===== config.mk =====
export PLATFORM = sky130hd
export DESIGN_NAME = mem_port_arbiter_flat
export DESIGN_NICKNAME = d
export VERILOG_FILES = /design/src/rtl/mem_arb_pkg.sv /design/src/rtl/mem_port_arbiter_if.sv /design/src/rtl/mem_tag_table.sv /design/src/rtl/mem_port_arbiter.sv /design/src/flat_wrapper.sv
export SDC_FILE = /design/constraint.sdc
export NUM_CORES = 1
export LEC_CHECK = 0
export CAP_MARGIN = 20
export CORE_AREA = 2 2 187 189
export DETAILED_ROUTE_END_ITERATION = 8
export DIE_AREA = 0 0 189 191
export GPL_ROUTABILITY_DRIVEN = 0
export PLACE_DENSITY = 0.62
export SYNTH_ARGS = -nofsm -noshare
export SYNTH_HDL_FRONTEND = slang
export SYNTH_SLANG_ARGS = --single-unit

===== constraint.sdc =====
create_clock -name clock -period 3.4 [get_ports clock]
set_clock_uncertainty 0.2 [all_clocks]
set_input_delay 0.85 -clock clock [delete_from_list [all_inputs] [get_ports clock]]
set_output_delay 0.85 -clock clock [all_outputs]
set_load 0.02 [all_outputs]

===== src/rtl/mem_arb_pkg.sv =====
// mem_arb_pkg: shared types for the memory port arbiter and its tag table.
// The BUS_* encodings match the system-wide memory command values.
package mem_arb_pkg;
    localparam int TAG_W = 4;
    typedef enum logic [1:0] {BUS_NONE = 2'h0, BUS_LOAD = 2'h1, BUS_STORE = 2'h2} bus_command_t;
    typedef enum logic [1:0] {BYTE = 2'h0, HALF = 2'h1, WORD = 2'h2, DOUBLE = 2'h3} mem_size_t;
    typedef enum logic {OWN_IF = 1'b0, OWN_LB = 1'b1} mem_owner_t;
    typedef enum logic [1:0] {SEL_NONE, SEL_ST, SEL_LB, SEL_IF} sel_t;
    typedef struct packed {
        logic       valid;
        mem_owner_t owner;
        logic       drop;
    } tag_entry_t;
endpackage


===== src/rtl/mem_port_arbiter_if.sv =====
// mem_port_arbiter_if: requester, memory and status signals of the shared memory port.
interface mem_port_arbiter_if;
    import mem_arb_pkg::*;
    logic               st_req;
    logic [31:0]        st_addr;
    logic [63:0]        st_data;
    logic [1:0]         st_size;
    logic               st_grant;
    logic               lb_req;
    logic [31:0]        lb_addr;
    logic [1:0]         lb_size;
    logic               lb_grant;
    logic               lb_data_valid;
    logic [63:0]        lb_data;
    logic               if_req;
    logic [31:0]        if_addr;
    logic               if_grant;
    logic               if_data_valid;
    logic [63:0]        if_data;
    logic               squash;
    bus_command_t       proc2mem_command;
    logic [31:0]        proc2mem_addr;
    logic [63:0]        proc2mem_data;
    logic [1:0]         proc2mem_size;
    logic [TAG_W-1:0]   mem2proc_response;
    logic [TAG_W-1:0]   mem2proc_tag;
    logic [63:0]        mem2proc_data;
    logic               tags_full;
    logic               tag_err;

    modport slave (
        input  st_req, st_addr, st_data, st_size, lb_req, lb_addr, lb_size, if_req, if_addr, squash,
               mem2proc_response, mem2proc_tag, mem2proc_data,
        output st_grant, lb_grant, lb_data_valid, lb_data, if_grant, if_data_valid, if_data,
               proc2mem_command, proc2mem_addr, proc2mem_data, proc2mem_size, tags_full, tag_err
    );
    modport master (
        output st_req, st_addr, st_data, st_size, lb_req, lb_addr, lb_size, if_req, if_addr, squash,
               mem2proc_response, mem2proc_tag, mem2proc_data,
        input  st_grant, lb_grant, lb_data_valid, lb_data, if_grant, if_data_valid, if_data,
               proc2mem_command, proc2mem_addr, proc2mem_data, proc2mem_size, tags_full, tag_err
    );
endinterface


===== src/rtl/mem_tag_table.sv =====
// mem_tag_table: outstanding-tag table (valid/owner/drop) with allocate, return lookup and squash marking.
module mem_tag_table
    import mem_arb_pkg::*;
#(
    parameter int NUM_TAGS = 15
) (
    input  logic             clock,
    input  logic             reset,
    input  logic             alloc_en,
    input  logic [TAG_W-1:0] alloc_tag,
    input  mem_owner_t       alloc_owner,
    input  logic [TAG_W-1:0] ret_tag,
    input  logic             squash,
    output logic             ret_deliver,
    output mem_owner_t       ret_owner,
    output logic             ret_miss,
    output logic             tags_full
);
    tag_entry_t entries_q [NUM_TAGS+1];
    tag_entry_t entries_d [NUM_TAGS+1];
    tag_entry_t ret_entry;

    assign ret_entry   = entries_q[ret_tag];
    assign ret_deliver = ret_tag != '0 && ret_entry.valid && !ret_entry.drop;
    assign ret_owner   = ret_entry.owner;
    assign ret_miss    = ret_tag != '0 && !ret_entry.valid;

    // Squash only sees entries already present; the return clears before a same-tag allocation rewrites.
    always_comb begin
        entries_d = entries_q;
        for (int i = 1; i <= NUM_TAGS; i++) begin
            if (squash && entries_q[i].valid && entries_q[i].owner == OWN_IF) entries_d[i].drop = 1'b1;
            if (ret_tag == TAG_W'(i)) entries_d[i] = '0;
            if (alloc_en && alloc_tag == TAG_W'(i)) entries_d[i] = '{valid: 1'b1, owner: alloc_owner, drop: 1'b0};
        end
    end

    always_comb begin
        tags_full = 1'b1;
        for (int i = 1; i <= NUM_TAGS; i++) tags_full = tags_full && entries_q[i].valid;
    end

    always_ff @(posedge clock) begin
        if (reset) entries_q <= '{default: '0};
        else entries_q <= entries_d;
    end
endmodule


===== src/rtl/mem_port_arbiter.sv =====
// mem_port_arbiter: shares one memory port among store, load and fetch requesters with tag-routed returns.
// Define MEM_ARB_AGING_EN to promote a starved fetch after AGE_LIMIT consecutive losses.
module mem_port_arbiter
    import mem_arb_pkg::*;
#(
    parameter int NUM_TAGS  = 15,
    parameter int AGE_LIMIT = 8
) (
    input logic               clock,
    input logic               reset,
    mem_port_arbiter_if.slave bus
);
    sel_t        sel;
    logic        ld_ok, fe_ok, fe_aged, accept;
    logic        ret_deliver, ret_miss;
    mem_owner_t  ret_owner;
    logic        lb_data_valid_q, lb_data_valid_d, if_data_valid_q, if_data_valid_d;
    logic        tag_err_q, tag_err_d;
    logic [63:0] lb_data_q, lb_data_d, if_data_q, if_data_d;

    assign ld_ok  = bus.lb_req && !bus.tags_full;
    assign fe_ok  = bus.if_req && !bus.tags_full;
    assign accept = bus.mem2proc_response != '0;

`ifdef MEM_ARB_AGING_EN
    localparam int AGE_W = $clog2(AGE_LIMIT + 1);
    logic [AGE_W-1:0] age_q, age_d;
    assign fe_aged = fe_ok && age_q == AGE_W'(AGE_LIMIT);
    always_comb age_d = (!bus.if_req || bus.if_grant) ? '0 :
                        (sel != SEL_IF && age_q != AGE_W'(AGE_LIMIT)) ? age_q + 1'b1 : age_q;
    always_ff @(posedge clock) age_q <= reset ? '0 : age_d;
`else
    logic age_unused;
    assign age_unused = AGE_LIMIT > 0;
    assign fe_aged    = 1'b0;
`endif

    always_comb sel = reset ? SEL_NONE : fe_aged ? SEL_IF : bus.st_req ? SEL_ST :
                      ld_ok ? SEL_LB : fe_ok ? SEL_IF : SEL_NONE;

    assign bus.st_grant = sel == SEL_ST && accept;
    assign bus.lb_grant = sel == SEL_LB && accept;
    assign bus.if_grant = sel == SEL_IF && accept;

    always_comb begin
        bus.proc2mem_command = sel == SEL_ST ? BUS_STORE : sel == SEL_NONE ? BUS_NONE : BUS_LOAD;
        bus.proc2mem_addr    = sel == SEL_ST ? bus.st_addr : sel == SEL_LB ? bus.lb_addr :
                               sel == SEL_IF ? bus.if_addr : '0;
        bus.proc2mem_data    = sel == SEL_ST ? bus.st_data : '0;
        bus.proc2mem_size    = sel == SEL_ST ? bus.st_size : sel == SEL_LB ? bus.lb_size :
                               sel == SEL_IF ? DOUBLE : BYTE;
    end

    mem_tag_table #(.NUM_TAGS(NUM_TAGS)) u_tags (
        .clock,
        .reset,
        .alloc_en   (bus.lb_grant || bus.if_grant),
        .alloc_tag  (bus.mem2proc_response),
        .alloc_owner(bus.lb_grant ? OWN_LB : OWN_IF),
        .ret_tag    (bus.mem2proc_tag),
        .squash     (bus.squash),
        .ret_deliver,
        .ret_owner,
        .ret_miss,
        .tags_full  (bus.tags_full)
    );

    always_comb begin
        lb_data_valid_d = ret_deliver && ret_owner == OWN_LB;
        if_data_valid_d = ret_deliver && ret_owner == OWN_IF;
        lb_data_d       = lb_data_valid_d ? bus.mem2proc_data : lb_data_q;
        if_data_d       = if_data_valid_d ? bus.mem2proc_data : if_data_q;
        tag_err_d       = ret_miss;
    end

    always_ff @(posedge clock) begin
        if (reset) begin
            lb_data_valid_q <= 1'b0;
            if_data_valid_q <= 1'b0;
            lb_data_q       <= '0;
            if_data_q       <= '0;
            tag_err_q       <= 1'b0;
        end else begin
            lb_data_valid_q <= lb_data_valid_d;
            if_data_valid_q <= if_data_valid_d;
            lb_data_q       <= lb_data_d;
            if_data_q       <= if_data_d;
            tag_err_q       <= tag_err_d;
        end
    end

    assign bus.lb_data_valid = lb_data_valid_q;
    assign bus.if_data_valid = if_data_valid_q;
    assign bus.lb_data       = lb_data_q;
    assign bus.if_data       = if_data_q;
    assign bus.tag_err       = tag_err_q;
endmodule


===== src/flat_wrapper.sv =====
// flat-port wrapper written by rule: the top's interface ports become plain ports
module mem_port_arbiter_flat import mem_arb_pkg::*;
#(
    parameter int NUM_TAGS  = 15,
    parameter int AGE_LIMIT = 8
)
  (clock, reset, bus_st_req, bus_st_addr, bus_st_data, bus_st_size, bus_lb_req, bus_lb_addr, bus_lb_size, bus_if_req, bus_if_addr, bus_squash, bus_mem2proc_response, bus_mem2proc_tag, bus_mem2proc_data, bus_st_grant, bus_lb_grant, bus_lb_data_valid, bus_lb_data, bus_if_grant, bus_if_data_valid, bus_if_data, bus_proc2mem_command, bus_proc2mem_addr, bus_proc2mem_data, bus_proc2mem_size, bus_tags_full, bus_tag_err);
  mem_port_arbiter_if bus_i ();
  input logic clock;
  input logic reset;
  input wire logic [$bits(bus_i.st_req)-1:0] bus_st_req;
  input wire logic [$bits(bus_i.st_addr)-1:0] bus_st_addr;
  input wire logic [$bits(bus_i.st_data)-1:0] bus_st_data;
  input wire logic [$bits(bus_i.st_size)-1:0] bus_st_size;
  input wire logic [$bits(bus_i.lb_req)-1:0] bus_lb_req;
  input wire logic [$bits(bus_i.lb_addr)-1:0] bus_lb_addr;
  input wire logic [$bits(bus_i.lb_size)-1:0] bus_lb_size;
  input wire logic [$bits(bus_i.if_req)-1:0] bus_if_req;
  input wire logic [$bits(bus_i.if_addr)-1:0] bus_if_addr;
  input wire logic [$bits(bus_i.squash)-1:0] bus_squash;
  input wire logic [$bits(bus_i.mem2proc_response)-1:0] bus_mem2proc_response;
  input wire logic [$bits(bus_i.mem2proc_tag)-1:0] bus_mem2proc_tag;
  input wire logic [$bits(bus_i.mem2proc_data)-1:0] bus_mem2proc_data;
  output wire logic [$bits(bus_i.st_grant)-1:0] bus_st_grant;
  output wire logic [$bits(bus_i.lb_grant)-1:0] bus_lb_grant;
  output wire logic [$bits(bus_i.lb_data_valid)-1:0] bus_lb_data_valid;
  output wire logic [$bits(bus_i.lb_data)-1:0] bus_lb_data;
  output wire logic [$bits(bus_i.if_grant)-1:0] bus_if_grant;
  output wire logic [$bits(bus_i.if_data_valid)-1:0] bus_if_data_valid;
  output wire logic [$bits(bus_i.if_data)-1:0] bus_if_data;
  output wire logic [$bits(bus_i.proc2mem_command)-1:0] bus_proc2mem_command;
  output wire logic [$bits(bus_i.proc2mem_addr)-1:0] bus_proc2mem_addr;
  output wire logic [$bits(bus_i.proc2mem_data)-1:0] bus_proc2mem_data;
  output wire logic [$bits(bus_i.proc2mem_size)-1:0] bus_proc2mem_size;
  output wire logic [$bits(bus_i.tags_full)-1:0] bus_tags_full;
  output wire logic [$bits(bus_i.tag_err)-1:0] bus_tag_err;
  assign bus_i.st_req = bus_st_req;
  assign bus_i.st_addr = bus_st_addr;
  assign bus_i.st_data = bus_st_data;
  assign bus_i.st_size = bus_st_size;
  assign bus_i.lb_req = bus_lb_req;
  assign bus_i.lb_addr = bus_lb_addr;
  assign bus_i.lb_size = bus_lb_size;
  assign bus_i.if_req = bus_if_req;
  assign bus_i.if_addr = bus_if_addr;
  assign bus_i.squash = bus_squash;
  assign bus_i.mem2proc_response = bus_mem2proc_response;
  assign bus_i.mem2proc_tag = bus_mem2proc_tag;
  assign bus_i.mem2proc_data = bus_mem2proc_data;
  assign bus_st_grant = bus_i.st_grant;
  assign bus_lb_grant = bus_i.lb_grant;
  assign bus_lb_data_valid = bus_i.lb_data_valid;
  assign bus_lb_data = bus_i.lb_data;
  assign bus_if_grant = bus_i.if_grant;
  assign bus_if_data_valid = bus_i.if_data_valid;
  assign bus_if_data = bus_i.if_data;
  assign bus_proc2mem_command = bus_i.proc2mem_command;
  assign bus_proc2mem_addr = bus_i.proc2mem_addr;
  assign bus_proc2mem_data = bus_i.proc2mem_data;
  assign bus_proc2mem_size = bus_i.proc2mem_size;
  assign bus_tags_full = bus_i.tags_full;
  assign bus_tag_err = bus_i.tag_err;
  mem_port_arbiter #(.NUM_TAGS(NUM_TAGS), .AGE_LIMIT(AGE_LIMIT)) u_core (.clock(clock), .reset(reset), .bus(bus_i));
endmodule

=== Yosys cells after proc, flatten, opt, wreduce, memory -nomap -nowiden ===
Cells that the tools add are included.

* Multiplexer cells: 62
* $lt $le $gt $ge: 1
* Reductions and logical operators: 106
* Bitwise logic cells: 17
* Equality and inequality tests: 33

{| class="wikitable"
|+ Operators with widths
! kind !! count
|-
| 3-bit two-way mux || 32
|-
| 32-bit two-way mux || 3
|-
| 1-bit logical AND || 69
|-
| 4-bit equality test, second input constant || 16
|-
| 64-bit two-way mux || 1
|-
| 3-bit OR reduction || 15
|-
| 4-bit by 3-bit equality test with 1-bit output, second input constant || 8
|-
| 2-bit nonzero test || 15
|-
| 1-bit two-way mux || 17
|-
| 4-bit by 2-bit equality test with 1-bit output, second input constant || 4
|-
| 2-bit two-way mux || 8
|-
| 1-bit inverter || 16
|-
| 3-bit binary-select mux with 4-bit select || 1
|-
| 4-bit by 1-bit equality test with 1-bit output, second input constant || 2
|-
| 4-bit nonzero test || 2
|-
| 5-bit greater-or-equal comparator, second input constant || 1
|-
| 4-bit inverter with 5-bit output || 1
|-
| 2-bit equality test, second input constant || 2
|-
| 1-bit logical NOT || 3
|-
| 2-bit by 1-bit equality test with 1-bit output, second input constant || 1
|-
| 2-bit logical NOT || 1
|-
| 1-bit logical OR || 1
|}

* Bits in registers: 176
* Bits of input ports: 242
* Output and inout port bits: 235
* Word-level logic and storage cells: 269

=== Depth between registers and ports, before layout ===
Gate-level depths: netlist of the first run.

* Word-level depth: 25
* Depth in mapped cells: 10
* Gate-level depth less buffers: 6

=== By module ===
A second synthesis of the first run with hierarchy kept.

* Cells, all modules: 1003
* Area total of the unflattened synthesis: 7883.8 um2

{| class="wikitable"
|+ Modules (own cells, without submodules)
! module !! times used !! cells an instance !! area an instance (um2) !! seq. area each (um2)
|-
| mem_port_arbiter || 1 || 733 || 5589.1 || 2622.5
|-
| mem_tag_table || 1 || 270 || 2294.7 || 900.9
|}

=== Least setup slack after synthesis of the first run ===
Ideal clock, no wire load.

* Path type: in2out
* Start: input port reset
* End: output port bus_proc2mem_addr[22]
* Stages: 7
* Data required time: 2.350 ns
* Arrival: 2.425 ns
* Path buffers: 3
* Slack: -0.075 ns
* Cells stage by stage: clkbuf_1 > nor3b_1 > a21oi_1 > buf_2 > buf_4 > mux2i_1 > o21ai_0

* Cells in the longest elaborated chain, start to end: 5
* Elaborated cells on any way between the ends: 7
* Classes of those cells: 3 x eq/ne; 4 x mux

{| class="wikitable"
|+ Ends and longest elaborated chain
! element !! line !! text
|-
| from (decl) || flat_wrapper.sv:10 || <nowiki>input logic reset;</nowiki>
|-
| 2-bit two-way mux (*) || mem_port_arbiter.sv:38 || <nowiki>always_comb sel = reset ? SEL_NONE : fe_aged ? SEL_IF : bus.st_req ? SEL_ST :</nowiki>
|-
| 2-bit equality test || mem_port_arbiter.sv:48 || <nowiki>sel == SEL_IF ? bus.if_addr : '0;</nowiki>
|-
| 32-bit two-way mux || mem_port_arbiter.sv:48 ||
|-
| 32-bit two-way mux || mem_port_arbiter.sv:47 || <nowiki>bus.proc2mem_addr = sel == SEL_ST ? bus.st_addr : sel == SEL_LB ? bus.lb_addr :</nowiki>
|-
| 32-bit two-way mux (*) || mem_port_arbiter.sv:47 ||
|-
| to (decl) || flat_wrapper.sv:32 || <nowiki>output wire logic [$bits(bus_i.proc2mem_addr)-1:0] bus_proc2mem_addr;</nowiki>
|}

Mark *: on every way between the ends. The rest lies on a longest branch, timed or not.

=== Worst setup path after layout of the first run ===
* Start: register u_core.u_tags.entries_q[8] (netlist bit)
* End: output port bus_proc2mem_addr[4]

* Cells in the longest elaborated chain, start to end: 13
* Elaborated cells on any way between the ends: 16
* Classes of those cells: 3 x eq/ne; 7 x mux; 6 x reduce/logical

{| class="wikitable"
|+ Ends and longest elaborated chain
! element !! line !! text
|-
| from (decl) || mem_tag_table.sv:19 || <nowiki>tag_entry_t entries_q [NUM_TAGS+1];</nowiki>
|-
| from (signal assigned) || mem_tag_table.sv:45 || <nowiki>else entries_q <= entries_d;</nowiki>
|-
| 1-bit logical AND (*) (3 in series) || mem_tag_table.sv:40 || <nowiki>for (int i = 1; i <= NUM_TAGS; i++) tags_full = tags_full && entries_q[i].valid;</nowiki>
|-
| 1-bit logical NOT (*) || mem_port_arbiter.sv:21, mem_port_arbiter.sv:22 ||
|-
| 1-bit logical AND || mem_port_arbiter.sv:22 || <nowiki>assign fe_ok = bus.if_req && !bus.tags_full;</nowiki>
|-
| 2-bit two-way mux || mem_port_arbiter.sv:39 || <nowiki>ld_ok ? SEL_LB : fe_ok ? SEL_IF : SEL_NONE;</nowiki>
|-
| 2-bit two-way mux (*) || mem_port_arbiter.sv:39 ||
|-
| 2-bit two-way mux (*) (2 in series) || mem_port_arbiter.sv:38 ||
|-
| 2-bit equality test || mem_port_arbiter.sv:48 ||
|-
| 32-bit two-way mux || mem_port_arbiter.sv:48 ||
|-
| 32-bit two-way mux || mem_port_arbiter.sv:47 ||
|-
| 32-bit two-way mux (*) || mem_port_arbiter.sv:47 ||
|}

Marks and branches as above.

==> results of run 1 <==
-- sequential cells by signal, indices dropped and copies added, names as in the netlist --
signal                    cells
u_core.u_tags.entries_q      45
u_core.bus.if_data_valid      1
u_core.bus.lb_data           64
u_core.bus.tag_err            1
u_core.bus.lb_data_valid      1
u_core.bus.if_data           64
-- where the power goes --
| group | total [mW] | internal [mW] | switching, mW |
|---|---|---|---|
| sequential | 2.15 | 2.12 | 0.0303 |
| combinational | 1.23 | 0.654 | 0.581 |
| clock | 2.14 | 1.23 | 0.905 |
-- worst max path at each step --
stage | from | end | slack (ns) | depth (start not counted)
after floorplan | reset | bus_proc2mem_addr[17] | 0.08 | 7
after global placement | bus_if_req | bus_proc2mem_addr[15] | -0.68 | 9
after detailed placement | bus_if_req | bus_proc2mem_addr[13] | -0.72 | 9
after CTS | u_core.u_tags.entries_q[2] | bus_proc2mem_addr[28] | -0.20 | 9
after global routing | u_core.u_tags.entries_q[8] | bus_proc2mem_addr[4] | -0.24 | 9
final | u_core.u_tags.entries_q[8] | bus_proc2mem_addr[4] | -0.16 | 9
-- layer usage --
layer,GRT usage,wire [µm]
met5,0,11
met4,0.0841,1210
met3,0.0698,3850
met2,0.404,22100
met1,0.271,17300
-- layout make-up --
type | instances | area (µm²) | area share
Multi-Input combinational cell | 702 | 5020 | 0.327
Timing Repair Buffer | 567 | 5510 | 0.359
Antenna cell | 9 | 22.5 | 0.00147
Inverter | 18 | 67.6 | 0.00440
Tap cell | 455 | 569 | 0.0371
Sequential cell | 176 | 3530 | 0.230
Clock buffer | 20 | 467 | 0.0304
Clock inverter | 12 | 169 | 0.0110
-- cell usage after synthesis (18+ instances only) --
cell      number  area, µm²
nand3_1       18       90.1
dfxtp_1      176       3520
nand2_1       52        195
and2_1        64        400
o21ai_0       35        175
nor4_1        18        113
mux2i_1      163       1630
nor2_1        31        116
clkbuf_1      50        188
nand2b_1     202       1260
inv_1         18       67.6
a21oi_1       29        145
-- logic make-up after synthesis --
| family | count (synthesis) | synth area share |
|---|---|---|
| flip-flops | 176 | 0.395 |
| buffers and inverters | 92 | 0.0523 |
| multiplexers | 173 | 0.209 |
| AO/OA/AOI/OAI | 105 | 0.0690 |
| AND/OR/NAND/NOR | 424 | 0.275 |
-- tightest hold or removal path, delay by kind of cell (launching register included) --
kind | cells | cell delay, ns
flip-flops | 1 | 0.31
multiplexers | 1 | 0.06
AND/OR/NAND/NOR | 1 | 0.06
-- stage by stage --
step,total power [mW],setup TNS (ns),util
4_1_cts,5.57,-4.57,0.448
3_3_place_gp,3.41,-56.82,0.428
3_5_place_dp,3.41,-58.66,0.428
2_1_floorplan,2.71,0,-
5_1_grt,5.72,-6.05,0.450
6_report,5.52,-3.28,0.450
-- repair_timing --
item,CTS,global route
pin swaps,4,6
resized for setup,305,16
endpoints found under the setup margin,91,74
cloned,2,2
setup buffers,9,2
hold buffers,0,0
==> summary.md, run 1 <==
| Metric | Value |
|---|---|
| WHS Endpoint | `u_core.bus.lb_data[48]` |
| Period utilisation layout | `1.05` |
| Reg2Reg Depth | `8` |
| Cell area after synthesis | `0.00892 mm²` |
| Net count after synthesis | `1212` |
| DR pass1 iterations | `5` |
| CTS tree | `built` |
| I/O Pins | `477` |
| Largest net degree at the start of global routing | `100` |
| Hold_sp | `u_core.bus.lb_data[48]` |
| Initial Utilization | `0.261` |
| Root buffer cell | `clkbuf_16` |
| Initial antenna violation count | `17` |
| Cell mode on critical path | `buf_6` |
| Row Count | `68` |
| WP data required | `~2.4 ns` |
| CTS H-tree depth | `4` |
| CP arrival | `2.51 ns` |
| Critical Path Sink Type | `output pin` |
| Hold Crit Depth | `2` |
| DP Worst Slack | `-0.716 ns` |
| Post-Syn Area per Cell | `about 9.2 µm²` |
| Slowest CP cell | `or4_4` |
| Clock-pin slew on the worst setup and hold paths | `0.07 ns` |
| Yosys warns | `0` |
| DRC | `0` |
| Count of final hold-check violations | `0` |
| Leading cell types in the layout, fill and taps excluded | `368 x clkdlybuf4s50_1, 202 x nand2b_1, 172 x dfxtp_1, 159 x mux2i_1, 101 x buf_4` |
| CP top delay family | `simple AND/OR/NAND/NOR gates` |
| PD cells | `around 360 mW/mm²` |
| Die Ht | `191 µm` |
| WHS | `0.272 ns` |
| CP Buf/Inv Count | `4` |
| CTS buffer count | `17` |
| Largest stage delay, worst path | `0.58 ns` |
| CORE AREA | `0.0341 mm²` |
| DR WL/cell | `22.7 µm` |
| Final cell count without fillers | `1959` |
| Final Worst Setup Slack | `-0.159 ns` |
| Final net count | `1724` |
| Die area | `0.0361 mm²` |
| Fmax | `281 MHz` |
| Inst Count DP | `between 1500 and 2000` |
| Failing checks | `negative setup slack` |
| CP Launch Type | `flip-flop` |
| Routed Wire Length | `44400 µm` |
| Share of layout cells above drive strength 1 | `0.161` |
| Normalized max-slew margin | `0.515` |
| Fin crit period | `3.56 ns` |
| Final ANT Viol Nets | `0` |
| Max VDD drop | `243 µV` |
| Most used DFF post-synth | `dfxtp_1` |
| Crit path kind | `reg2out` |
| Sequential share of the synthesized area | `0.395` |
| Hold Path Class | `reg2reg` |
| Area grow syn2layout | `72.1%` |
| R2r startpoint | `u_core.u_tags.entries_q[8]` |
| Synth cell types | `42` |
| Status | `complete, but fails checks` |
| Gr usage total | `0.233` |
| Cells along the critical path | `nand4_1 -> or4_4 -> a21oi_4 -> buf_6 -> clkbuf_16 -> buf_6 -> mux2i_1 -> o21ai_1 -> buf_4` |
| Vias in the first global route | `just under 9000` |
| Post-DP HPWL | `35500 µm` |
| Global-route wire length before repair | `between 60000 and 70000 µm` |
| Port buffer count | `476` |
| Fill count | `3311` |
| Reg2Reg Capture Point | `u_core.u_tags.entries_q[30]` |
| Worst-path fanout max | `4` |
| Setup violators final | `32` |
| Avg Vias per Cell | `between 4 and 5` |
| Synth async-reset ratio | `0` |
| CTS sink cnt | `between 150 and 200` |
| Die X-Extent | `189 µm` |
| Most common cell after layout, fill and taps aside | `clkdlybuf4s50_1` |
| Cell area after layout | `approximately 0.015 mm²` |
| Clk buf depth | `2` |
| Max Cap Viol | `0` |
| Seq cells post-synth | `176` |
| Placed cell areas | `0.0146 mm²` |
| R2R Setup Slk | `0.93 ns` |
| Grt ovf | `0` |
| Slew @ Worst Pin | `~0.72 ns` |
| Final slew viol count | `0` |
| EDFF count, synth | `0` |
| Cells after synthesis | `970` |
| Worst skew pair latency | `0.44 ns` |
| Leakage power | `around 6.2 nW` |
| RSZ-0062 raised after global routing | `true` |
| Drt first-iter violations | `about 500` |
| Via count | `9145` |
(Power assumes the default switching activity.)
==> run 2: changes to the inputs <==
RECOVER_POWER = 50   (was default)
==> run 2 against run 1 <==
Flip-flop and latch count unchanged. Largest power group unchanged. Sequential power barely moved. Routed wire length barely moved. Final area decreased by 0.17%. Cell count is the same. Largest cell class unchanged. Worst hold slack worse by 0.0031 ns. Utilization is 0.077 points lower. Clock-buffer cell count is the same. The run still ends with negative setup slack left.
==> summary.md, run 2 (same netlist as run 1, synthesis figures left out) <==
| Metric | Value |
|---|---|
| Status | `complete, but fails checks` |
| Failing checks | `negative setup slack` |
| CTS sink cnt | `176 (unchanged)` |
| Multi-input combinational cell area | `0.00502 mm² (unchanged)` |
| Finished Core Util | `0.449 (-0.000770)` |
| Final net count | `1724 (unchanged)` |
| Max Cap Viol | `0 (unchanged)` |
| Via count | `9112 (-0.36%)` |
| Grt ovf | `0 (unchanged)` |
| Cell area after layout | `0.0153 mm² (-0.17%)` |
| Area grow syn2layout | `71.9%` |
| Port buffer count | `476 (unchanged)` |
| Gr usage total | `0.233 (unchanged)` |
| Final slew viol count | `0 (unchanged)` |
| Critical Path Sink Type | `output pin` |
| Die Ht | `191 µm (unchanged)` |
| Period utilisation layout | `1.05 (+0.00191)` |
| Worst skew pair latency | `0.44 ns (about the same)` |
| Final ANT Viol Nets | `0 (unchanged)` |
| Initial Utilization | `0.261 (unchanged)` |
| Busiest grt layer | `met2` |
| CP Launch Type | `flip-flop` |
| Hold Path Class | `reg2reg` |
| Post-DP HPWL | `35500 µm (unchanged)` |
| Normalized max-slew margin | `0.0765 (-0.438)` |
| CTS H-tree depth | `4 (unchanged)` |
| FF/Latch Area | `0.00353 mm² (unchanged)` |
| Switching share of power | `0.275 (+0.000884)` |
| Clk buf depth | `2 (unchanged)` |
| Clk pwr share | `0.389 (+0.002)` |
| Pwr Total | `5.50 mW (-0.45%)` |
| Drt first-iter violations | `465 (-4.3%)` |
| CORE AREA | `0.0341 mm² (unchanged)` |
| Setup violators final | `50 (+56%)` |
| Root buffer cell | `clkbuf_16` |
| Global-route wire length before repair | `61100 µm (unchanged)` |
| Routing usage on met1 | `0.271 (unchanged)` |
| Slew @ Worst Pin | `1.39 ns (+0.664 ns)` |
| Largest net degree at the start of global routing | `100 (unchanged)` |
| Clock-pin slew on the worst setup and hold paths | `0.07 ns (about the same)` |
| Initial antenna violation count | `17 (unchanged)` |
| Met2 usage | `0.404 (unchanged)` |
| Final Worst Setup Slack | `-0.166 ns (-0.00648 ns)` |
| I/O Pins | `477 (unchanged)` |
| Fin crit period | `3.57 ns (+0.00648 ns)` |
| Count of final hold-check violations | `0 (unchanged)` |
| Row Count | `68 (unchanged)` |
| PD cells | `359 mW/mm² (-0.28%)` |
| Post-CTS Hold Buffers | `0 (unchanged)` |
| Avg Vias per Cell | `4.65 (-0.36%)` |
| WP data required | `2.35 ns (about the same)` |
| Grt met3 use | `0.0698 (unchanged)` |
| CTS buffer count | `17 (unchanged)` |
| Leading cell types in the layout, fill and taps excluded | `237 x clkdlybuf4s50_1, 202 x nand2b_1, 172 x dfxtp_1, 159 x mux2i_1, 131 x dlygate4sd3_1` |
| Comb pwr share | `0.220 (-0.004)` |
| RSZ-0062 raised after global routing | `true` |
| DRC | `0 (unchanged)` |
| Most common cell after layout, fill and taps aside | `clkdlybuf4s50_1` |
| Pint | `3.99 mW (-0.57%)` |
| Vias in the first global route | `8942 (unchanged)` |
| DR WL/cell | `22.7 µm (about the same)` |
| DR pass1 iterations | `5 (unchanged)` |
| Worst-path fanout max | `4 (unchanged)` |
| Die X-Extent | `189 µm (unchanged)` |
| CP arrival | `2.52 ns (about the same)` |
| Leakage power | `6.64 nW (+6.7%)` |
| Max VDD drop | `244 µV (+0.45%)` |
| Die area | `0.0361 mm² (unchanged)` |
| Switching pwr | `1.51 mW (-0.13%)` |
| Fmax | `280 MHz (-0.18%)` |
| Share of layout cells above drive strength 1 | `0.161 (unchanged)` |
| Seq pwr share | `0.391 (+0.002)` |
| Fill count | `3315 (+0.12%)` |
| Routed Wire Length | `44400 µm (about the same)` |
| Crit path kind | `reg2out` |
| Placed cell areas | `0.0146 mm² (unchanged)` |
| CTS tree | `built` |
| Setup TNS | `-3.66 ns (-0.383 ns)` |
[run 2: changes by cell type in the layout (fill, tap and decap cells not counted)]
cell / previous run / this run
and2_0: 0 / 3
and2_1: 60 / 57
buf_12: 14 / 13
buf_2: 27 / 28
buf_4: 101 / 99
buf_6: 9 / 8
clkbuf_2: 0 / 3
clkdlybuf4s50_1: 368 / 237
dlygate4sd3_1: 0 / 131
[run 2: stage by stage]
| stage | cells | worst slack (ns) | hold slack, ns |
|---|---|---|---|
| floorplan | 970 | 0.0763 | 0.249 |
| global placement | 1908 | -0.675 | 0.257 |
| detailed placement | 1908 | -0.716 | 0.262 |
| CTS | 1949 | -0.199 | 0.275 |
| global route | 1957 | -0.244 | 0.283 |
| finish | 1959 | -0.166 | 0.269 |
[run 2: repair_timing]
item                       in CTS  in global routing
gates cloned                    2                  2
gates resized for setup       305                 16
setup buffers                   9                  2
setup endpoints to repair      91                 74
pin swaps                       4                  6
[run 2: power by group through the flow]
| stage | clock network [mW] | logic [mW] | registers [mW] |
|---|---|---|---|
| floorplan | 0 | 0.445 | 2.26 |
| global route | 2.27 | 1.27 | 2.15 |
| global placement | 0 | 1.21 | 2.20 |
| finish | 2.14 | 1.21 | 2.15 |
| CTS | 2.20 | 1.23 | 2.15 |
| detailed placement | 0 | 1.22 | 2.20 |
[run 2: path summary, 6_finish.rpt]
path                            slack (ns)  cells after the start                          end                       start
worst min-delay path                  0.27                      2       u_core.bus.lb_data[48]      u_core.bus.lb_data[48]
worst min register to register        0.27                      2       u_core.bus.lb_data[48]      u_core.bus.lb_data[48]
worst max-delay path                 -0.17                      9         bus_proc2mem_addr[4]  u_core.u_tags.entries_q[8]
worst max register to register        0.92                      9  u_core.u_tags.entries_q[25]  u_core.u_tags.entries_q[8]
[run 2: final cells by class]
type | count | share of cell area
Timing Repair Buffer | 567 | 0.358
Multi-Input combinational cell | 702 | 0.328
Sequential cell | 176 | 0.230
Tap cell | 455 | 0.0371
Clock buffer | 20 | 0.0304
Clock inverter | 12 | 0.0110
Inverter | 18 | 0.00441
Antenna cell | 9 | 0.00147
[run 2: per-layer routing]
| metal | vias to the layer above | wire [µm] |
|---|---|---|
| met4 | 2 | 1200 |
| met3 | 56 | 3960 |
| met1 | 4298 | 17100 |
| met2 | 412 | 22100 |
| met5 | - | 11 |
| li1 | 4344 | - |
[run 2: critical path, cell delays in order (launching register included)]
cell and delay, ns:
dfxtp_2 0.33, nand4_1 0.13, or4_4 0.58, a21oi_4 0.23
buf_6 0.13, clkbuf_16 0.14, buf_6 0.10, mux2i_1 0.18
o21ai_1 0.09, buf_4 0.16
==> run 3: changes to the inputs <==
CORE_AREA = 2 2 186 188   (was 2 2 187 189)
DIE_AREA = 0 0 188 190   (was 0 0 189 191)
PLACE_DENSITY = 0.59   (was 0.62)
SYNTH_HIERARCHICAL = 1   (was default)
==> run 3 against run 2 <==
The run now ends clean. Highest routed layer unchanged. Worst hold slack worse by 0.018 ns. Global-route usage is 3.9 points lower. Critical path depth is 1 lower. Utilization down 3.6 points. Sequential power hardly changed. Clock power is 6% lower. Via count decreased by 1.7%. Final area shrank 8.5%. Non-clock buffer count decreased by 13. Die area decreased by 1.0%.
==> summary.md, run 3 <==
| Metric | Value |
|---|---|
| Status | `finished clean` |
| CORE AREA | `0.0339 mm² (-0.50%)` |
| Cells after synthesis | `1003 (+3.4%)` |
| Fmax | `298 MHz (+6.3%)` |
| DRC | `0 (unchanged)` |
| Post-DP HPWL | `28200 µm (-20%)` |
| CP arrival | `2.30 ns (-0.22 ns)` |
| Clock-pin slew on the worst setup and hold paths | `0.07 ns (about the same)` |
| DR pass1 iterations | `5 (unchanged)` |
| CTS tree | `built` |
| I/O Pins | `477 (unchanged)` |
| Most frequent cells after synthesis | `284 x nand2_1, 176 x dfxtp_1, 153 x a21oi_1` |
| Worst-path fanout max | `30 (+26)` |
| Inst Count DP | `1921 (+0.68%)` |
| Setup TNS | `0 ns (+3.66 ns)` |
| DR WL/cell | `18.5 µm (-19%)` |
| Final net count | `1730 (+0.35%)` |
| CTS H-tree depth | `4 (unchanged)` |
| Pwr Total | `5.20 mW (-5.5%)` |
| Hold Path Class | `reg2reg` |
| Net count after synthesis | `1245 (+2.7%)` |
| Crit path kind | `reg2out` |
| Max Cap Viol | `0 (unchanged)` |
| WP data required | `2.35 ns (about the same)` |
| Die Ht | `190 µm (-0.52%)` |
| Setup violators final | `0 (-100%)` |
| Initial antenna violation count | `2 (-15)` |
| Via count | `8960 (-1.7%)` |
| Fill count | `3445 (+3.9%)` |
| Period utilisation layout | `0.987 (-0.0621)` |
| CTS buffer count | `17 (unchanged)` |
| CP Launch Type | `flip-flop` |
| Port buffer count | `476 (unchanged)` |
| Normalized max-slew margin | `0.325 (+0.249)` |
| Slowest CP cell | `dfxtp_1` |
| Cell mode on critical path | `buf_12` |
| CP Buf/Inv Count | `3 (-1)` |
| Leakage power | `5.90 nW (-11%)` |
| Grt ovf | `0 (unchanged)` |
| Largest stage delay, worst path | `0.36 ns (-0.22 ns)` |
| Most common cell after layout, fill and taps aside | `nand2_1` |
| Yosys top cell by area | `dfxtp_1` |
| Die area | `0.0357 mm² (-1.0%)` |
| PD cells | `370 mW/mm² (+3.2%)` |
| Synth top area share | `0.447 (+0.0520)` |
| Die X-Extent | `188 µm (-0.53%)` |
| Area grow syn2layout | `78.0%` |
| RSZ-0062 raised after global routing | `true` |
| Largest net degree at the start of global routing | `93 (-7.0%)` |
| Cell area after layout | `0.0140 mm² (-8.5%)` |
| Drt first-iter violations | `550 (+18%)` |
| Routed Wire Length | `36100 µm (-19%)` |
| Avg Vias per Cell | `4.58 (-1.5%)` |
| Xor-xnor portion of the synthesized cell area | `0 (unchanged)` |
| Share of layout cells above drive strength 1 | `0.127 (-0.0338)` |
| EDFF count, synth | `0 (unchanged)` |
| Most used DFF post-synth | `dfxtp_1` |
| Simple-gate share of the synthesized area | `0.276 (+0.000813)` |
| Synth cell types | `41 (-2.4%)` |
| Final cell count without fillers | `1956 (-0.15%)` |
| Seq cells post-synth | `176 (unchanged)` |
| Root buffer cell | `clkbuf_16` |
| Largest family of logic cells by synthesized area | `simple AND/OR/NAND/NOR gates` |
| Yosys warns | `6 (+6)` |
| Final ANT Viol Nets | `0 (unchanged)` |
| DP Worst Slack | `-0.548 ns (+0.168 ns)` |
| Top-count cell post-synth | `nand2_1` |
| Post-Syn Area per Cell | `7.86 µm² (-15%)` |
| Cell area after synthesis | `0.00788 mm² (-12%)` |
| Critical Path Sink Type | `output pin` |
| Mux contribution to synthesized area | `0.0349 (-0.174)` |
| Row Count | `68 (unchanged)` |
| Sequential share of the synthesized area | `0.447 (+0.0520)` |
| Leading cell types in the layout, fill and taps excluded | `283 x nand2_1, 255 x clkdlybuf4s50_1, 168 x dfxtp_1, 153 x a21oi_1, 122 x dlygate4sd3_1` |
| Synth top area cells | `dfxtp_1 45%, nand2_1 14%, a21oi_1 9.7%` |
| Fin crit period | `3.35 ns (-0.211 ns)` |
| WHS | `0.250 ns (-0.0185 ns)` |
| Placed cell areas | `0.0136 mm² (-6.9%)` |
| Clk buf depth | `2 (unchanged)` |
| CTS sink cnt | `176 (unchanged)` |
| Vias in the first global route | `8573 (-4.1%)` |
| Cells along the critical path | `nand4_1 -> nor4_4 -> buf_4 -> nor3_4 -> and2_4 -> buf_12 -> a221o_1 -> buf_12` |
| Count of final hold-check violations | `0 (unchanged)` |
| Finished Core Util | `0.413 (-0.0360)` |
| CP top delay family | `simple AND/OR/NAND/NOR gates` |
| Global-route wire length before repair | `53400 µm (-13%)` |
| Slew @ Worst Pin | `1.01 ns (-0.374 ns)` |
| Initial Utilization | `0.232 (-0.0292)` |
| Adder-Cell Fraction of Synth Area | `0 (unchanged)` |
| Final slew viol count | `0 (unchanged)` |
| Gr usage total | `0.194 (-0.0387)` |
| Post-CTS Hold Buffers | `0 (unchanged)` |
| Final Worst Setup Slack | `0.0454 ns (+0.211 ns)` |
| Worst skew pair latency | `0.43 ns (about the same)` |
| Synth Area in Compound Gates | `0.186 (+0.117)` |
| Max VDD drop | `314 µV (+29%)` |
| Synth async-reset ratio | `0 (unchanged)` |
-- run 3: timing repair --
action,in CTS,in global routing
endpoints found under the setup margin,93,44
resized for setup,181,14
pin swaps,2,2
buffers inserted,0,3
hold endpoints to repair,0,0
-- run 3: worst paths after layout --
path	start	end	slack, ns	cells after the start
max reg2reg	u_core/u_tags/entries_q[20]	u_core/u_tags/entries_q[34]	0.64	13
min reg2reg	u_core/bus.lb_data[59]	u_core/bus.lb_data[59]	0.25	2
max	u_core/u_tags/entries_q[35]	bus_proc2mem_addr[7]	0.05	8
min	u_core/bus.lb_data[59]	u_core/bus.lb_data[59]	0.25	2
-- run 3: kinds of logic (layout without fill, tap and decap cells) --
logic type | after synthesis | in the layout
other | 0 | 2
muxes | 14 | 14
DFF | 176 | 176
and+or+nand+nor | 474 | 474
buffers and inverters | 96 | 592
AOI/OAI and AO/OA | 243 | 243
-- run 3: area by class of cell --
cell class / instances / area (µm²) / area share
clock buffer: 18 / 439 / 0.0313
multi-input combinational: 731 / 3970 / 0.283
tap: 455 / 569 / 0.0406
timing repair buffer: 554 / 5330 / 0.380
clock inverter: 12 / 149 / 0.0106
sequential: 176 / 3540 / 0.252
inverter: 8 / 30.0 / 0.00214
antenna: 2 / 5.00 / 0.000357
-- run 3: report_power, final --
group | switching [mW] | internal [mW]
sequential | 0.0264 | 2.11
combinational | 0.509 | 0.534
clock | 0.893 | 1.12
-- run 3: tightest hold or removal path, delay by kind of cell (launching register included) --
kind	cells	cell delay, ns
AND/OR/NAND/NOR	1	0.05
flip-flops	1	0.31
AO/OA/AOI/OAI	1	0.05
-- run 3: metal layers --
metal	wire, µm	GRT usage
met1	16200	0.257
met2	17200	0.328
met3	2340	0.0474
met4	300	0.0291
met5	13	0
